$ cat config.mk
export PLATFORM = sky130hd
export DESIGN_NAME = collision_con
export DESIGN_NICKNAME = d
export VERILOG_FILES = /design/src/rtl/collision_con.sv
export SDC_FILE = /design/constraint.sdc
export NUM_CORES = 1
export LEC_CHECK = 0
export BUFFER_PORTS_ARGS = -buffer_cell sky130_fd_sc_hd__buf_2
export CORE_MARGIN = 4
export CORE_UTILIZATION = 61
export CTS_BUF_LIST = sky130_fd_sc_hd__clkbuf_16
export DETAILED_ROUTE_END_ITERATION = 10
export GPL_TIMING_DRIVEN = 1
export PLACE_DENSITY = 0.91
export SYNTH_ARGS = -nofsm -noshare
export SYNTH_HDL_FRONTEND = slang
export SYNTH_SLANG_ARGS = --single-unit
$ cat constraint.sdc
create_clock -name clk -period 7.28 [get_ports clk]
set_input_delay 1.456 -clock clk [delete_from_list [all_inputs] [get_ports clk]]
set_output_delay 1.456 -clock clk [all_outputs]
set_load 0.02 [all_outputs]
$ cat src/rtl/collision_con.sv
// Collision and scoring controller: per-tick wall/body/apple checks, score and LFSR apple respawn.
// Optional feature macro: SELF_COLLISION_EN (when defined, bodyHit ends the game).
module collision_con #(
  parameter int          GRID       = 20,
  parameter int          COLS       = 64,
  parameter int          ROWS       = 36,
  parameter int          TOP_Y      = 80,
  parameter int          MAX_POINTS = 16,
  parameter int          APPLE_X0   = 640,
  parameter int          APPLE_Y0   = 400,
  parameter logic [15:0] LFSR_SEED  = 16'hACE1
) (
  input  logic        clk,
  input  logic        rst,
  input  logic        tick,
  input  logic [10:0] headX,
  input  logic [10:0] headY,
  input  logic        bodyHit,
  input  logic        restart,
  output logic [5:0]  points,
  output logic [10:0] appleX,
  output logic [10:0] appleY,
  output logic        appleValid,
  output logic        eaten,
  output logic        gameOver,
  output logic        won
);

  typedef enum logic [1:0] {PLAY, RESPAWN, OVER, WIN} state_t;

  localparam logic [11:0] X_MAX  = 12'((COLS - 1) * GRID);
  localparam logic [11:0] Y_MIN  = 12'(TOP_Y);
  localparam logic [11:0] Y_MAX  = 12'(TOP_Y + (ROWS - 1) * GRID);
  localparam logic [6:0]  COLS_L = 7'(COLS);
  localparam logic [6:0]  ROWS_L = 7'(ROWS);
  localparam logic [10:0] GRID_L = 11'(GRID);
  localparam logic [10:0] TOP_L  = 11'(TOP_Y);
  localparam logic [5:0]  MAX_L  = 6'(MAX_POINTS);

  state_t      state_q, state_d;
  logic [15:0] lfsr_q, lfsr_d;
  logic [5:0]  points_q, points_d;
  logic [10:0] apple_x_q, apple_x_d;
  logic [10:0] apple_y_q, apple_y_d;
  logic        apple_valid_q, apple_valid_d;
  logic        eaten_q, eaten_d;
  logic        game_over_q, game_over_d;
  logic        won_q, won_d;
  logic [10:0] head_x_q, head_x_d;
  logic [10:0] head_y_q, head_y_d;

  logic        lfsr_fb;
  logic [5:0]  cand_col, cand_row;
  logic [10:0] cand_x, cand_y;
  logic        accept, wall_hit, self_hit, apple_hit;
  logic [5:0]  points_inc;

  assign lfsr_fb  = lfsr_q[15] ^ lfsr_q[13] ^ lfsr_q[12] ^ lfsr_q[10];
  assign cand_col = lfsr_q[5:0];
  assign cand_row = lfsr_q[13:8];
  assign cand_x   = 11'(cand_col) * GRID_L;
  assign cand_y   = TOP_L + 11'(cand_row) * GRID_L;

  // A new apple must land inside the field and not under the last known head.
  assign accept = ({1'b0, cand_row} < ROWS_L) && ({1'b0, cand_col} < COLS_L) &&
                  !((cand_x == head_x_q) && (cand_y == head_y_q));

  assign wall_hit  = ({1'b0, headX} > X_MAX) || ({1'b0, headY} < Y_MIN) ||
                     ({1'b0, headY} > Y_MAX);
  assign apple_hit = apple_valid_q && (headX == apple_x_q) && (headY == apple_y_q);
  assign points_inc = points_q + 6'd1;

`ifdef SELF_COLLISION_EN
  assign self_hit = bodyHit;
`else
  logic body_unused;
  assign body_unused = bodyHit;
  assign self_hit    = 1'b0;
`endif

  always_comb begin
    state_d       = state_q;
    lfsr_d        = {lfsr_q[14:0], lfsr_fb};
    points_d      = points_q;
    apple_x_d     = apple_x_q;
    apple_y_d     = apple_y_q;
    apple_valid_d = apple_valid_q;
    eaten_d       = 1'b0;
    game_over_d   = game_over_q;
    won_d         = won_q;
    head_x_d      = head_x_q;
    head_y_d      = head_y_q;

    case (state_q)
      PLAY, RESPAWN: begin
        if (tick) begin
          head_x_d = headX;
          head_y_d = headY;
        end
        // A fatal tick overrides both an eat and a same-cycle respawn placement.
        if (tick && (wall_hit || self_hit)) begin
          state_d     = OVER;
          game_over_d = 1'b1;
        end else if (tick && apple_hit) begin
          points_d      = points_inc;
          eaten_d       = 1'b1;
          apple_valid_d = 1'b0;
          state_d       = (points_inc == MAX_L) ? WIN : RESPAWN;
          won_d         = (points_inc == MAX_L);
        end else if (state_q == RESPAWN && accept) begin
          apple_x_d     = cand_x;
          apple_y_d     = cand_y;
          apple_valid_d = 1'b1;
          state_d       = PLAY;
        end
      end
      OVER, WIN: begin
        if (restart) begin
          points_d      = 6'd0;
          game_over_d   = 1'b0;
          won_d         = 1'b0;
          apple_valid_d = 1'b0;
          state_d       = RESPAWN;
        end
      end
      default: state_d = PLAY;
    endcase
  end

  always_ff @(posedge clk or negedge rst) begin
    if (!rst) begin
      state_q       <= PLAY;
      lfsr_q        <= LFSR_SEED;
      points_q      <= 6'd0;
      apple_x_q     <= 11'(APPLE_X0);
      apple_y_q     <= 11'(APPLE_Y0);
      apple_valid_q <= 1'b1;
      eaten_q       <= 1'b0;
      game_over_q   <= 1'b0;
      won_q         <= 1'b0;
      head_x_q      <= 11'd0;
      head_y_q      <= 11'd0;
    end else begin
      state_q       <= state_d;
      lfsr_q        <= lfsr_d;
      points_q      <= points_d;
      apple_x_q     <= apple_x_d;
      apple_y_q     <= apple_y_d;
      apple_valid_q <= apple_valid_d;
      eaten_q       <= eaten_d;
      game_over_q   <= game_over_d;
      won_q         <= won_d;
      head_x_q      <= head_x_d;
      head_y_q      <= head_y_d;
    end
  end

  assign points     = points_q;
  assign appleX     = apple_x_q;
  assign appleY     = apple_y_q;
  assign appleValid = apple_valid_q;
  assign eaten      = eaten_q;
  assign gameOver   = game_over_q;
  assign won        = won_q;

endmodule

[Word-level counts from Yosys, hierarchy flattened]
Index checks and enable logic that the tools add are counted.
Cells by class
  equality and inequality tests: 14
  $lt $le $gt $ge: 4
  multiply operators: 2
  reductions and logical operators: 19
  muxes and demuxes: 23
  bitwise gates (word level): 5
  add/subtract/negate cells: 2
Operator list (number)
  11-bit == test: 4
  6-bit by 3-bit multiplier with 9-bit output, second input constant: 2
  6-bit two-way mux: 3
  6-bit one-hot mux with 2 select lines: 1
  7-bit by 11-bit adder with 11-bit output, first input constant: 1
  11-bit by 10-bit > comparator with 1-bit output, second input constant: 1
  11-bit > comparator, second input constant: 1
  11-bit by 7-bit less-than comparator with 1-bit output, second input constant: 1
  1-bit two-way mux: 10
  2-bit two-way mux: 5
  2-bit != test, second input constant: 4
  1-bit logical AND: 7
  6-bit by 1-bit adder with 6-bit output, second input constant: 1
  6-bit by 5-bit == test with 1-bit output, second input constant: 1
  6-bit less-than comparator, second input constant: 1
  1-bit one-hot mux with 2 select lines: 3
  2-bit AND reduction: 3
  3-bit AND reduction: 2
  2-bit == test, second input constant: 2
  4-bit != test, second input constant: 1
  2-bit one-hot mux with 2 select lines: 1
  4-bit AND reduction: 1
  2-bit OR reduction: 2
  3-bit != test, second input constant: 1
  6 further kinds: 10
Word-level totals
  register bits after elaboration: 70
  bits of input ports: 27
  output and inout bits: 32
  logic and storage cells: 80

[Logic depth before layout (Yosys ltp)]
Gate-level depths: netlist of run 1.
  word-level depth: 11
  gate-level depth with buffers: 13

[Least setup slack after synthesis of run 1]
No wires, ideal clock.
  path kind: register to register
  start point: reg lfsr_q[11]
  end point: reg apple_x_q[10], in the netlist appleX[10]
  required time: 7155 ps
  setup slack: 3800 ps
  library setup time: 125 ps
  stages on the path, launching flop included: 13
  arrival: 3355 ps
  clock period less this slack: 3480 ps
  cell sequence: dfstp_2 ha_1 ha_1 fa_1 a21o_2 a21oi_2 mux2i_4 mux2i_1 or3_1 a31o_1 buf_6 buf_12 mux2_4
On the way
  longest elaborated chain between the ends: 8
  elaborated cells between the ends (all ways): 9
  classes of those cells: add/sub (1); mul (1); order compare (1); eq/ne (1); reduce/logical (5)
RTL lines
  start: declaration: line 41  | logic [15:0] lfsr_q, lfsr_d;
  start signal: assignment: line 145  | lfsr_q <= lfsr_d;
  6-bit by 3-bit multiplier with 9-bit output: line 62  | assign cand_y = TOP_L + 11'(cand_row) * GRID_L;
  7-bit by 11-bit adder with 11-bit output: line 62
  11-bit == test: line 66  | !((cand_x == head_x_q) && (cand_y == head_y_q));
  1-bit logical AND: line 66
  1-bit zero test: line 66
  1-bit logical AND (*): line 65  | assign accept = ({1'b0, cand_row} < ROWS_L) && ({1'b0, cand_col} < COLS_L) &&
  1-bit logical AND (*): line 110  | end else if (state_q == RESPAWN && accept) begin
  4-bit AND reduction (no source line) (*)
  end signal: assignment: line 135  | apple_x_q <= 11'(APPLE_X0);
  end signal: assignment: line 147  | apple_x_q <= apple_x_d;
  end: declaration: line 43  | logic [10:0] apple_x_q, apple_x_d;
Every way passes the cells marked *; elsewhere a longest branch is shown, timed or not.
A chain may end at the register's enable or synchronous reset.

[Worst setup path in the final report of run 1]
  start point: in headY[4]
  end point: reg apple_y_q[9], in the netlist appleY[9]
On the way
  longest elaborated chain between the ends: 6
  elaborated cells between the ends (all ways): 11
  classes of those cells: order compare (2); eq/ne (1); bitwise (2); reduce/logical (6)
RTL lines
  start: declaration: line 17  | input logic [10:0] headY,
  11-bit by 7-bit less-than comparator with 1-bit output: line 68  | assign wall_hit = ({1'b0, headX} > X_MAX) || ({1'b0, headY} < Y_MIN) ||
  1-bit logical OR (2 in series): line 68
  1-bit logical AND: line 101  | if (tick && (wall_hit || self_hit)) begin
  1-bit inverter (no source line)
  4-bit AND reduction (no source line) (*)
  end signal: assignment: line 136  | apple_y_q <= 11'(APPLE_Y0);
  end signal: assignment: line 148  | apple_y_q <= apple_y_d;
  end: declaration: line 44  | logic [10:0] apple_y_q, apple_y_d;
Marked as above.

==> summary.md, run 1 <==
| Metric | Value |
|---|---|
| Status | finished, final reports clean |
| Clk pwr share | 38.8% |
| Max incr delay on CP | 820 ps |
| CP Capture Point | appleY[9] |
| Endpoint class of the critical path | flop |
| Hold WC Path Type | flop to flop |
| Clock tree sinks | 68 |
| Filler Cells Inserted | 393 |
| Placed Instance Area | 0.004109 sq mm |
| Max-Cap Viols | 0 |
| TritonCTS Buffers | 9 |
| Mapped Area | 0.003814 sq mm |
| Synth Area in Simple Gates | 12.17% |
| Clk buf depth | 2 |
| Mean Syn Cell Area | 11.38 sq um |
| Post-synthesis compound-gate area fraction | 9.055% |
| NetSw | 277.8 uW |
| Vias in the first global route | 2941 |
| DP Wirelength | 6570 um |
| Area Growth Syn to Fin | 14.76% |
| Input/output buffers | 53 |
| Most frequent cells in the layout | dfrtp_1 (54), buf_2 (53), xnor2_1 (36), mux2_2 (30), nand2_1 (24) |
| Pin count of the biggest net entering global routing | 69 |
| Initial DRC count | 197 |
| Fmax | 223.9 MHz |
| Total Wirelength | 8885 um |
| Via count | 2882 |
| Hold wc startpoint | lfsr_q[6] |
| Initial DRT Pass Iterations | 4 |
| Width of the chip | 87.07 um |
| Post-CTS sizing | 0 |
| Cts hold-fix bufs | 0 |
| Switch share | 27.66% |
| Period Utilization, post-route | 61.34% |
| Sequential-to-total area share from yosys stat | 45.08% |
| Leading cell type in the layout, fill and taps excluded | dfrtp_1 |
| First-pass GRT wire length | 14500 um |
| Synth top area cells | dfrtp_1 (35%), dfstp_2 (9.6%), mux2_2 (8.9%) |
| CP cell instances | buf_2, nor4_1, a21oi_1, o31ai_1, a31oi_1, nand4_1, a31o_1, mux2_2 |
| Std cell rows | 28 |
| Slowest-stage cell, CP | a31o_1 |
| Worst reg2reg path startpoint | lfsr_q[11] |
| Synth cell types | 55 |
| Total GRT Usage | 25.30% |
| Final Critical Period | 4466 ps |
| DRC | 0 |
| Max Slew Vio Count | 0 |
| Post-route ant nets | 0 |
| Yosys top cell by area | dfrtp_1 |
| Leak | 2.056 nW |
| Gate Count Post-Synth | 335 |
| # Post-CTS Setup Buffers | 0 |
| Yosys reg bits | 68 |
| RSZ-0062 raised after global routing | no |
| Hold Vio Cnt, Final | 0 |
| Number of nets in the layout | 440 |
| CTS tree | done |
| Setup slack, reg-to-reg | 3210 ps |
| Combinational share of power | 16.0% |
| Layout cells sized above 1 | 31.49% |
| Worst Max-Slew Pin Slew | 1010 ps |
| Core ar. | 0.005991 sq mm |
| Adder-cell share of the synthesized area | 7.283% |
| Clk_skew | 6.964 ps |
| Critical path class | input pin to flop |
| Ys async rst share | 100.0% |
| WP data required | 7490 ps |
| Initial Utilization | 63.66% |
| DIE AREA | 0.007581 sq mm |
| EDFF count, synth | 0 |
| H-Tree Depth | 3 |
| Ant diodes | 0 |
| CP Max Fanout | 19 |
| R2R cell count | 10 |
| Crit path DAT | 4670 ps |
| WL/cell | 18.82 um |
| Count of warnings emitted by yosys | 0 |
| Finished Cell Area | 0.004377 sq mm |
| Worst skew pair latency | 330 ps |
| VDD IR max | 239.1 uV |
| Sequential share of power | 45.3% |
| Final setup TNS | 0 ps |
| Clk root buf | clkbuf_16 |
| Power per cell area | 229.4 mW/mm^2 |
| Slew Limit Headroom | 32.48% |
| Post-synthesis xor/xnor area fraction | 11.58% |
| CP Launch Type | input pin |
| Synth top area share | 35.43% |
| Post-synthesis mux area share | 11.68% |
| Global route overflow | 0 |
| Clock-pin slew on the worst setup and hold paths | 50 ps |
| P_int | 726.3 uW |
| RD Place Congestion | 0.9127 |
| Initial antenna violation count | 0 |
| Worst R2R End | appleY[9] |
| Main combinational cell family by area after synthesis | simple AND/OR/NAND/NOR gates |
| Num ports | 59 |
| Ys flop type | dfrtp_1 |
| Worst setup path start | headY[4] |
| Via-per-instance ratio | 6.106 |
| Endpoints failing setup | 0 |
| Die height | 87.07 um |
==> worst min path at each step <==
stage,to,cells after the start
finish,lfsr_q[7],0
global route,lfsr_q[7],0
global placement,lfsr_q[15],0
detailed placement,lfsr_q[15],0
CTS,lfsr_q[7],0
floorplan,lfsr_q[15],0
==> layer usage <==
metal	track usage, %	wire length (um)	vias to the layer above
li1	-	-	1322
met2	41.27	4278	133
met4	8.215	211	0
met3	7.474	765	19
met5	0	0	-
met1	32.38	3629	1408
==> synth_stat cells, types with 3 or more instances <==
cell type,count
dfstp_2,14
xor2_1,10
buf_4,4
mux2_2,30
ha_1,19
a22o_1,4
mux2_4,5
nor4_1,5
nand2_1,24
nor3_1,8
inv_1,9
o21ai_0,17
nand4_1,12
xnor2_1,36
nor3b_1,3
o31ai_1,3
nand3b_1,3
a21oi_1,6
nand3_1,6
nor2_1,14
dfrtp_1,54
==> final cells by class <==
cell class | instances | area, sq um | area share [%]
Clock inverter | 7 | 42.54 | 0.9720
Timing Repair Buffer | 54 | 272.8 | 6.232
Clock buffer | 9 | 225.2 | 5.146
Sequential cell | 68 | 1719 | 39.28
Tap cell | 75 | 93.84 | 2.144
Inverter | 9 | 33.78 | 0.7719
Multi-Input combinational cell | 250 | 1989 | 45.45
==> cells by family after synthesis <==
group,Yosys count
other cells,1
flops,68
mux,37
buf+inv,20
simple gates,89
fa+ha+maj,21
compound gates,51
xor+xnor,48
==> registers in the layout (all words and copies together) (netlist names) <==
register	count
state_q	2
appleY	9
lfsr_q	16
appleX	9
won	1
points	6
gameOver	1
head_y_q	11
eaten	1
head_x_q	11
appleValid	1
==> power by group through the flow <==
| stage | clock (mW) | combinational [mW] | sequential (mW) |
|---|---|---|---|
| 2_1_floorplan | 0 | 0.103 | 0.462 |
| 3_3_place_gp | 0 | 0.153 | 0.456 |
| 3_5_place_dp | 0 | 0.159 | 0.459 |
| 4_1_cts | 0.393 | 0.161 | 0.454 |
| 5_1_grt | 0.416 | 0.173 | 0.458 |
| 6_report | 0.389 | 0.160 | 0.454 |
==> stage by stage <==
stage	power (mW)	hold slack [ps]	instances	utilization, %	setup slack (ps)
after floorplan	0.5654	333.0	338	-	3800
after global placement	0.6093	336.9	456	68.59	2710
after detailed placement	0.6183	339.9	456	68.59	2570
after CTS	1.008	358.8	472	73.06	2913
after global routing	1.047	362.0	472	73.06	2632
final	1.004	358.3	472	73.06	2815
==> worst max-delay path: cells and delay by family <==
family	cells	cell delay, ps
AND/OR/NAND/NOR	2	720
AO/OA/AOI/OAI	4	1930
multiplexers	1	430
buffers and inverters	1	140
(Power assumes the default switching activity.)
==> run 2: changes to the inputs <==
Settings changed: CORE_UTILIZATION 61 to 51, PLACE_DENSITY 0.91 to 0.82.
Clock period 7.28 ns to 3.6 ns, I/O delays scaled along.
==> summary.md, run 2 (synthesis gave the netlist of run 1 again) <==
| Metric | Value |
|---|---|
| Clock-pin slew on the worst setup and hold paths | 50 ps (about the same) |
| Hold Slack | 352.4 ps (-5.960 ps) |
| Top flop regs | lfsr_q: 16 flops, head_x_q: 11 flops, head_y_q: 11 flops |
| Clk_skew | 3.387 ps (-3.577 ps) |
| WP data required | 3810 ps (-3680 ps) |
| Core ar. | 0.007253 sq mm (+21%) |
| Endpoint class of the critical path | flop |
| Total GRT Usage | 22.26% (-3.0 points) |
| TritonCTS Buffers | 9 (unchanged) |
| CP Max Fanout | 8 (-11) |
| Most used cell, CP | ha_4 |
| Initial DRC count | 185 (-6.1%) |
| First-pass GRT wire length | 14820 um (+2.2%) |
| Num ports | 59 (unchanged) |
| Fmax | 284.1 MHz |
| Leading cell type in the layout, fill and taps excluded | dfrtp_1 |
| Max Slew Vio Count | 0 (unchanged) |
| Width of the chip | 94.48 um (+8.5%) |
| Hold WC Path Type | flop to flop |
| Ant diodes | 0 (unchanged) |
| Input/output buffers | 53 (unchanged) |
| Period Utilization, post-route | 97.79% |
| Via-per-instance ratio | 5.819 (-4.7%) |
| Worst skew pair latency | 320 ps (about the same) |
| Global route overflow | 0 (unchanged) |
| DRC | 0 (unchanged) |
| Die height | 94.48 um (+8.5%) |
| Most flops, register | lfsr_q |
| RD Place Congestion | 0.9981 (+9.4%) |
| H-Tree Depth | 3 (unchanged) |
| DIE AREA | 0.008926 sq mm (+18%) |
| Initial Utilization | 52.58% (-11 points) |
| Vias in the first global route | 2899 (-1.4%) |
| Slew Limit Headroom | 33.20% (+0.72 points) |
| Final Core Density | 63.72% (-9.3 points) |
| Final Power | 2.088 mW (+110%) |
| Critical path class | flop to flop |
| DP Wirelength | 6747 um (+2.7%) |
| CP cell instances | ha_4, ha_4, fa_2, a21o_2, a21oi_4, mux2i_4, mux2i_1, or3_1, a31o_2, clkbuf_16, mux2_4 |
| Slowest-stage cell, CP | dfstp_2 |
| Clk buf depth | 2 (unchanged) |
| Status | finished, final reports clean |
| Power per cell area | 451.7 mW/mm^2 (+97%) |
| Std cell rows | 31 (+11%) |
| Largest register FFs | 16 (unchanged) |
| WL/cell | 18.77 um (-0.31%) |
| Via count | 2956 (+2.6%) |
| Crit path DAT | 3730 ps (-940 ps) |
| CP Launch Type | flop |
| Pin count of the biggest net entering global routing | 33 (-52%) |
| Initial antenna violation count | 0 (unchanged) |
| Max incr delay on CP | 550 ps (-270 ps) |
| Number of nets in the layout | 452 (+2.7%) |
| Clock tree sinks | 68 (unchanged) |
| Final setup TNS | 0 ps (unchanged) |
| R2R cell count | 11 (+1) |
| Area Growth Syn to Fin | 21.19% |
| Worst hold stages | 0 (unchanged) |
| Post-route ant nets | 0 (unchanged) |
| Initial DRT Pass Iterations | 4 (unchanged) |
| Hold Vio Cnt, Final | 0 (unchanged) |
| Leak | 2.171 nW (+5.6%) |
| Layout cells sized above 1 | 34.96% (+3.5 points) |
| Max-Cap Viols | 0 (unchanged) |
| Worst Max-Slew Pin Slew | 999.6 ps (-10.80 ps) |
| Most frequent cells in the layout | dfrtp_1 (54), buf_2 (53), xnor2_1 (36), nand2_1 (24), mux2_2 (24) |
| Clk root buf | clkbuf_16 |
| CTS tree | done |
| Total Wirelength | 9533 um (+7.3%) |
| Final Critical Period | 3520 ps |
| Endpoints failing setup | 0 (unchanged) |
| VDD IR max | 282.3 uV (+18%) |
[run 2: per-layer routing]
layer  routed length (um)  share of wire [%]  track usage (%)  vias up
met5                    0                  0                0        -
met4                  295                3.1            10.58        0
met3                  661                6.9            3.506       24
met2                 4677                 49            36.35      130
met1                 3898                 41            29.00     1463
li1                     -                  -                -     1339
[run 2: final timing paths]
| kind | start | to | slack [ps] |
|---|---|---|---|
| worst max register to register | lfsr_q[11] | appleX[5] | 80 |
| worst min register to register | lfsr_q[14] | lfsr_q[15] | 350 |
| worst max-delay path | lfsr_q[11] | appleX[5] | 80 |
| min in group asynchronous | rst | appleX[6] | 460 |
| max in group asynchronous | rst | lfsr_q[11] | 2330 |
| worst min-delay path | lfsr_q[14] | lfsr_q[15] | 350 |
[run 2: cell type report]
| class | instances | area (sq um) |
|---|---|---|
| Clock buffer | 9 | 225.2 |
| Clock inverter | 7 | 55.05 |
| Fill cell | 591 | 2631 |
| Inverter | 9 | 33.78 |
| Multi-Input combinational cell | 250 | 2072 |
| Sequential cell | 68 | 1719 |
| Tap cell | 99 | 123.9 |
| Timing Repair Buffer | 66 | 392.9 |
[run 2: stage by stage]
stage | instances | instance area, sq um | worst slack, ps
6_report | 508 | 4622 | 79.67
5_1_grt | 508 | 4622 | -11.77
4_1_cts | 502 | 4484 | 13.44
3_5_place_dp | 486 | 4197 | 41.78
3_3_place_gp | 486 | 4197 | 81.78
2_1_floorplan | 338 | 3825 | 119.8
[run 2: repair_timing]
action / CTS / global route
hold buffers: 0 / 0
pin swaps: 0 / 10
endpoints found under the setup margin: 4 / 15
resized for setup: 1 / 16
cloned: 0 / 1
buffers inserted: 0 / 5
[run 2: worst max-delay path, delay by kind of cell (launching register included)]
kind,cells,cell delay (ps)
fa+ha+maj,3,800
mux,3,680
simple gates,1,410
buf+inv,1,190
compound gates,3,790
flops,1,550
[run 2: report_power, final]
part / internal (mW) / switching (mW)
registers: 0.853 / 0.0661
clock network: 0.523 / 0.307
logic: 0.166 / 0.173
total: 1.54 / 0.546
==> run 3: changes to the inputs <==
==> constraint.sdc (replaced) <==
create_clock -name clk -period 3.6 [get_ports clk]
set_input_delay 0.18 -clock clk [delete_from_list [all_inputs] [get_ports clk]]
set_output_delay 0.18 -clock clk [all_outputs]
set_load 0.02 [all_outputs]
==> summary.md, run 3 (synthesis gave the netlist of run 1 again) <==
| Metric | Value |
|---|---|
| Std cell rows | 31 (unchanged) |
| Width of the chip | 94.48 um (unchanged) |
| Via count | 2963 (+0.24%) |
| Clk buf depth | 2 (unchanged) |
| Failing checks | design-rule violations |
| Initial DRT Pass Iterations | 8 (+4) |
| Crit path max-delay family | adder cells |
| CP Max Fanout | 7 (-1) |
| Total Wirelength | 9268 um (-2.8%) |
| Ant diodes | 0 (unchanged) |
| Number of nets in the layout | 455 (+0.66%) |
| # placed instances | 490 (+0.82%) |
| P_int | 1.552 mW (+0.62%) |
| TritonCTS Buffers | 9 (unchanged) |
| Endpoints failing setup | 0 (unchanged) |
| Max incr delay on CP | 590 ps (+40 ps) |
| Most flops, register | lfsr_q |
| Most frequent cells in the layout | dfrtp_1 (54), buf_2 (53), xnor2_1 (36), mux2_2 (30), nand2_1 (24) |
| Worst skew pair latency | 330 ps (about the same) |
| Clock tree sinks | 68 (unchanged) |
| Most used cell, CP | nor4_2 |
| Crit path DAT | 3720 ps (about the same) |
| H-Tree Depth | 3 (unchanged) |
| Power per cell area | 455.6 mW/mm^2 (+0.87%) |
| Filler Cells Inserted | 579 (-2.0%) |
| Top flop regs | lfsr_q: 16 flops, head_x_q: 11 flops, head_y_q: 11 flops |
| Pin count of the biggest net entering global routing | 35 (+6.1%) |
| Final Critical Period | 3510 ps (-10.20 ps) |
| Sequential share of power | 43.7% (-0.3 points) |
| Final setup TNS | 0 ps (unchanged) |
| Worst Path Buf+Inv | 1 (unchanged) |
| Critical path class | flop to flop |
| Layout Cells excl Fill | 511 (+0.59%) |
| Layout cells sized above 1 | 35.68% (+0.72 points) |
| Final Power | 2.106 mW (+0.87%) |
| Hold Slack | 115.1 ps (-237.2 ps) |
| Combinational share of power | 16.6% (+0.4 points) |
| Area of the multi-input gates | 0.002042 sq mm (-1.4%) |
| Max-Cap Viols | 0 (unchanged) |
| DP Wirelength | 6815 um (+1.0%) |
| CTS tree | done |
| Hold Vio Cnt, Final | 0 (unchanged) |
| Via-per-instance ratio | 5.798 (-0.35%) |
| Initial DRC count | 194 (+4.9%) |
| Core ar. | 0.007253 sq mm (unchanged) |
| DRC | 1 (+1) |
| Endpoint class of the critical path | flop |
| VDD IR max | 300.9 uV (+6.6%) |
| Initial antenna violation count | 0 (unchanged) |
| Status | finished, violations left |
| Max Slew Vio Count | 0 (unchanged) |
| Fmax | 284.9 MHz (+0.29%) |
| CP Launch Type | flop |
| Leak | 2.162 nW (-0.39%) |
| Input/output buffers | 53 (unchanged) |
| Total GRT Usage | 21.76% (-0.50 points) |
| Leading cell type in the layout, fill and taps excluded | dfrtp_1 |
| Switch share | 26.32% (+0.19 points) |
| Slowest-stage cell, CP | fa_2 |
| Global route overflow | 0 (unchanged) |
| Area taken by flip-flops and latches | 0.001719 sq mm (unchanged) |
| Finished Cell Area | 0.004622 sq mm (unchanged) |
| RD Place Congestion | 0.9925 (-0.56%) |
| WL/cell | 18.14 um (-3.4%) |
| Die height | 94.48 um (unchanged) |
| Clk root buf | clkbuf_16 |
| Clk pwr share | 39.7% (about the same) |
| Hold WC Path Type | input pin to flop |
| Clock-pin slew on the worst setup and hold paths | 50 ps (about the same) |
| Slew Limit Headroom | 30.00% (-3.2 points) |
| WP data required | 3810 ps (about the same) |
| CP cell instances | ha_1, ha_2, fa_2, xor2_2, xnor2_1, nor4_2, o2111ai_1, nor4_2, a31o_4, buf_12, mux2_2 |
| DIE AREA | 0.008926 sq mm (unchanged) |
| Vias in the first global route | 2871 (-0.97%) |
| Largest register FFs | 16 (unchanged) |
| NetSw | 554.2 uW (+1.6%) |
| Period Utilization, post-route | 97.50% (-0.28 points) |
| Clk_skew | 6.431 ps (+3.044 ps) |
| Placed Instance Area | 0.004227 sq mm (+0.72%) |
| First-pass GRT wire length | 14500 um (-2.1%) |
| Worst Max-Slew Pin Slew | 1047 ps (+47.85 ps) |
| Post-route ant nets | 0 (unchanged) |
| Initial Utilization | 52.58% (unchanged) |
| Area Growth Syn to Fin | 21.19% (unchanged) |
| Num ports | 59 (unchanged) |
run 3: cell count changes in the layout (fill, tap and decap cells not counted), sizes merged:
cell | previous run | this run
buf | 65 | 67
inv | 13 | 11
clkinv | 2 | 3
clkinvlp | 0 | 1
dlygate4sd3 | 0 | 1
run 3: what timing repair did:
action,4_1_cts,5_1_grt
pin swaps,0,6
setup buffers,0,3
resized for setup,2,9
cloned,0,1
endpoints found under the hold margin,28,0
endpoints found under the setup margin,10,15
hold buffers,1,0
run 3: power groups by stage:
stage | registers [mW] | logic (mW) | clock network (mW)
detailed placement | 0.930 | 0.327 | 0
global route | 0.932 | 0.380 | 0.883
global placement | 0.924 | 0.320 | 0
CTS | 0.919 | 0.333 | 0.849
finish | 0.921 | 0.349 | 0.835
floorplan | 0.935 | 0.208 | 0
run 3: final timing paths:
check                              end  cells past startpoint        from  slack [ps]
min                        head_y_q[0]                      2    headY[0]         120
min in group asynchronous  head_y_q[8]                      2         rst         470
max reg2reg                  appleX[3]                     11  lfsr_q[11]          90
max in group asynchronous   lfsr_q[10]                      3         rst        2330
max                          appleX[3]                     11  lfsr_q[11]          90
min reg2reg                 lfsr_q[15]                      0  lfsr_q[14]         350
run 3: per-layer routing:
metal  GRT usage [%]  part of all wire, %  routed length (um)
met4           9.014                  3.0                 280
met1           28.56                   42                3901
met2           35.17                   48                4431
met3           4.542                  7.1                 654
met5               0                    0                   0
run 3: area by class of cell:
cell class,count,share of cell area [%]
multi-input combinational,250,44.18
timing repair buffer,69,9.042
sequential,68,37.20
tap,99,2.680
inverter,9,0.7309
clock buffer,9,4.873
clock inverter,7,1.299
run 3: metrics by stage:
| stage | setup slack (ps) | util [%] |
|---|---|---|
| finish | 89.87 | 63.72 |
| global route | -5.489 | 63.72 |
| CTS | -7.064 | 62.45 |
| detailed placement | -27.39 | 58.27 |
| global placement | 40.67 | 58.27 |
| floorplan | 119.8 | - |
run 3: worst reg2reg max path, cell delays in order, from the launching register on:
cell and delay (ps):
dfstp_2 530, ha_1 230, ha_2 210, fa_2 590, xor2_2 200, xnor2_1 110, nor4_2 220, o2111ai_1 170
nor4_2 360, a31o_4 270, buf_12 150, mux2_2 340
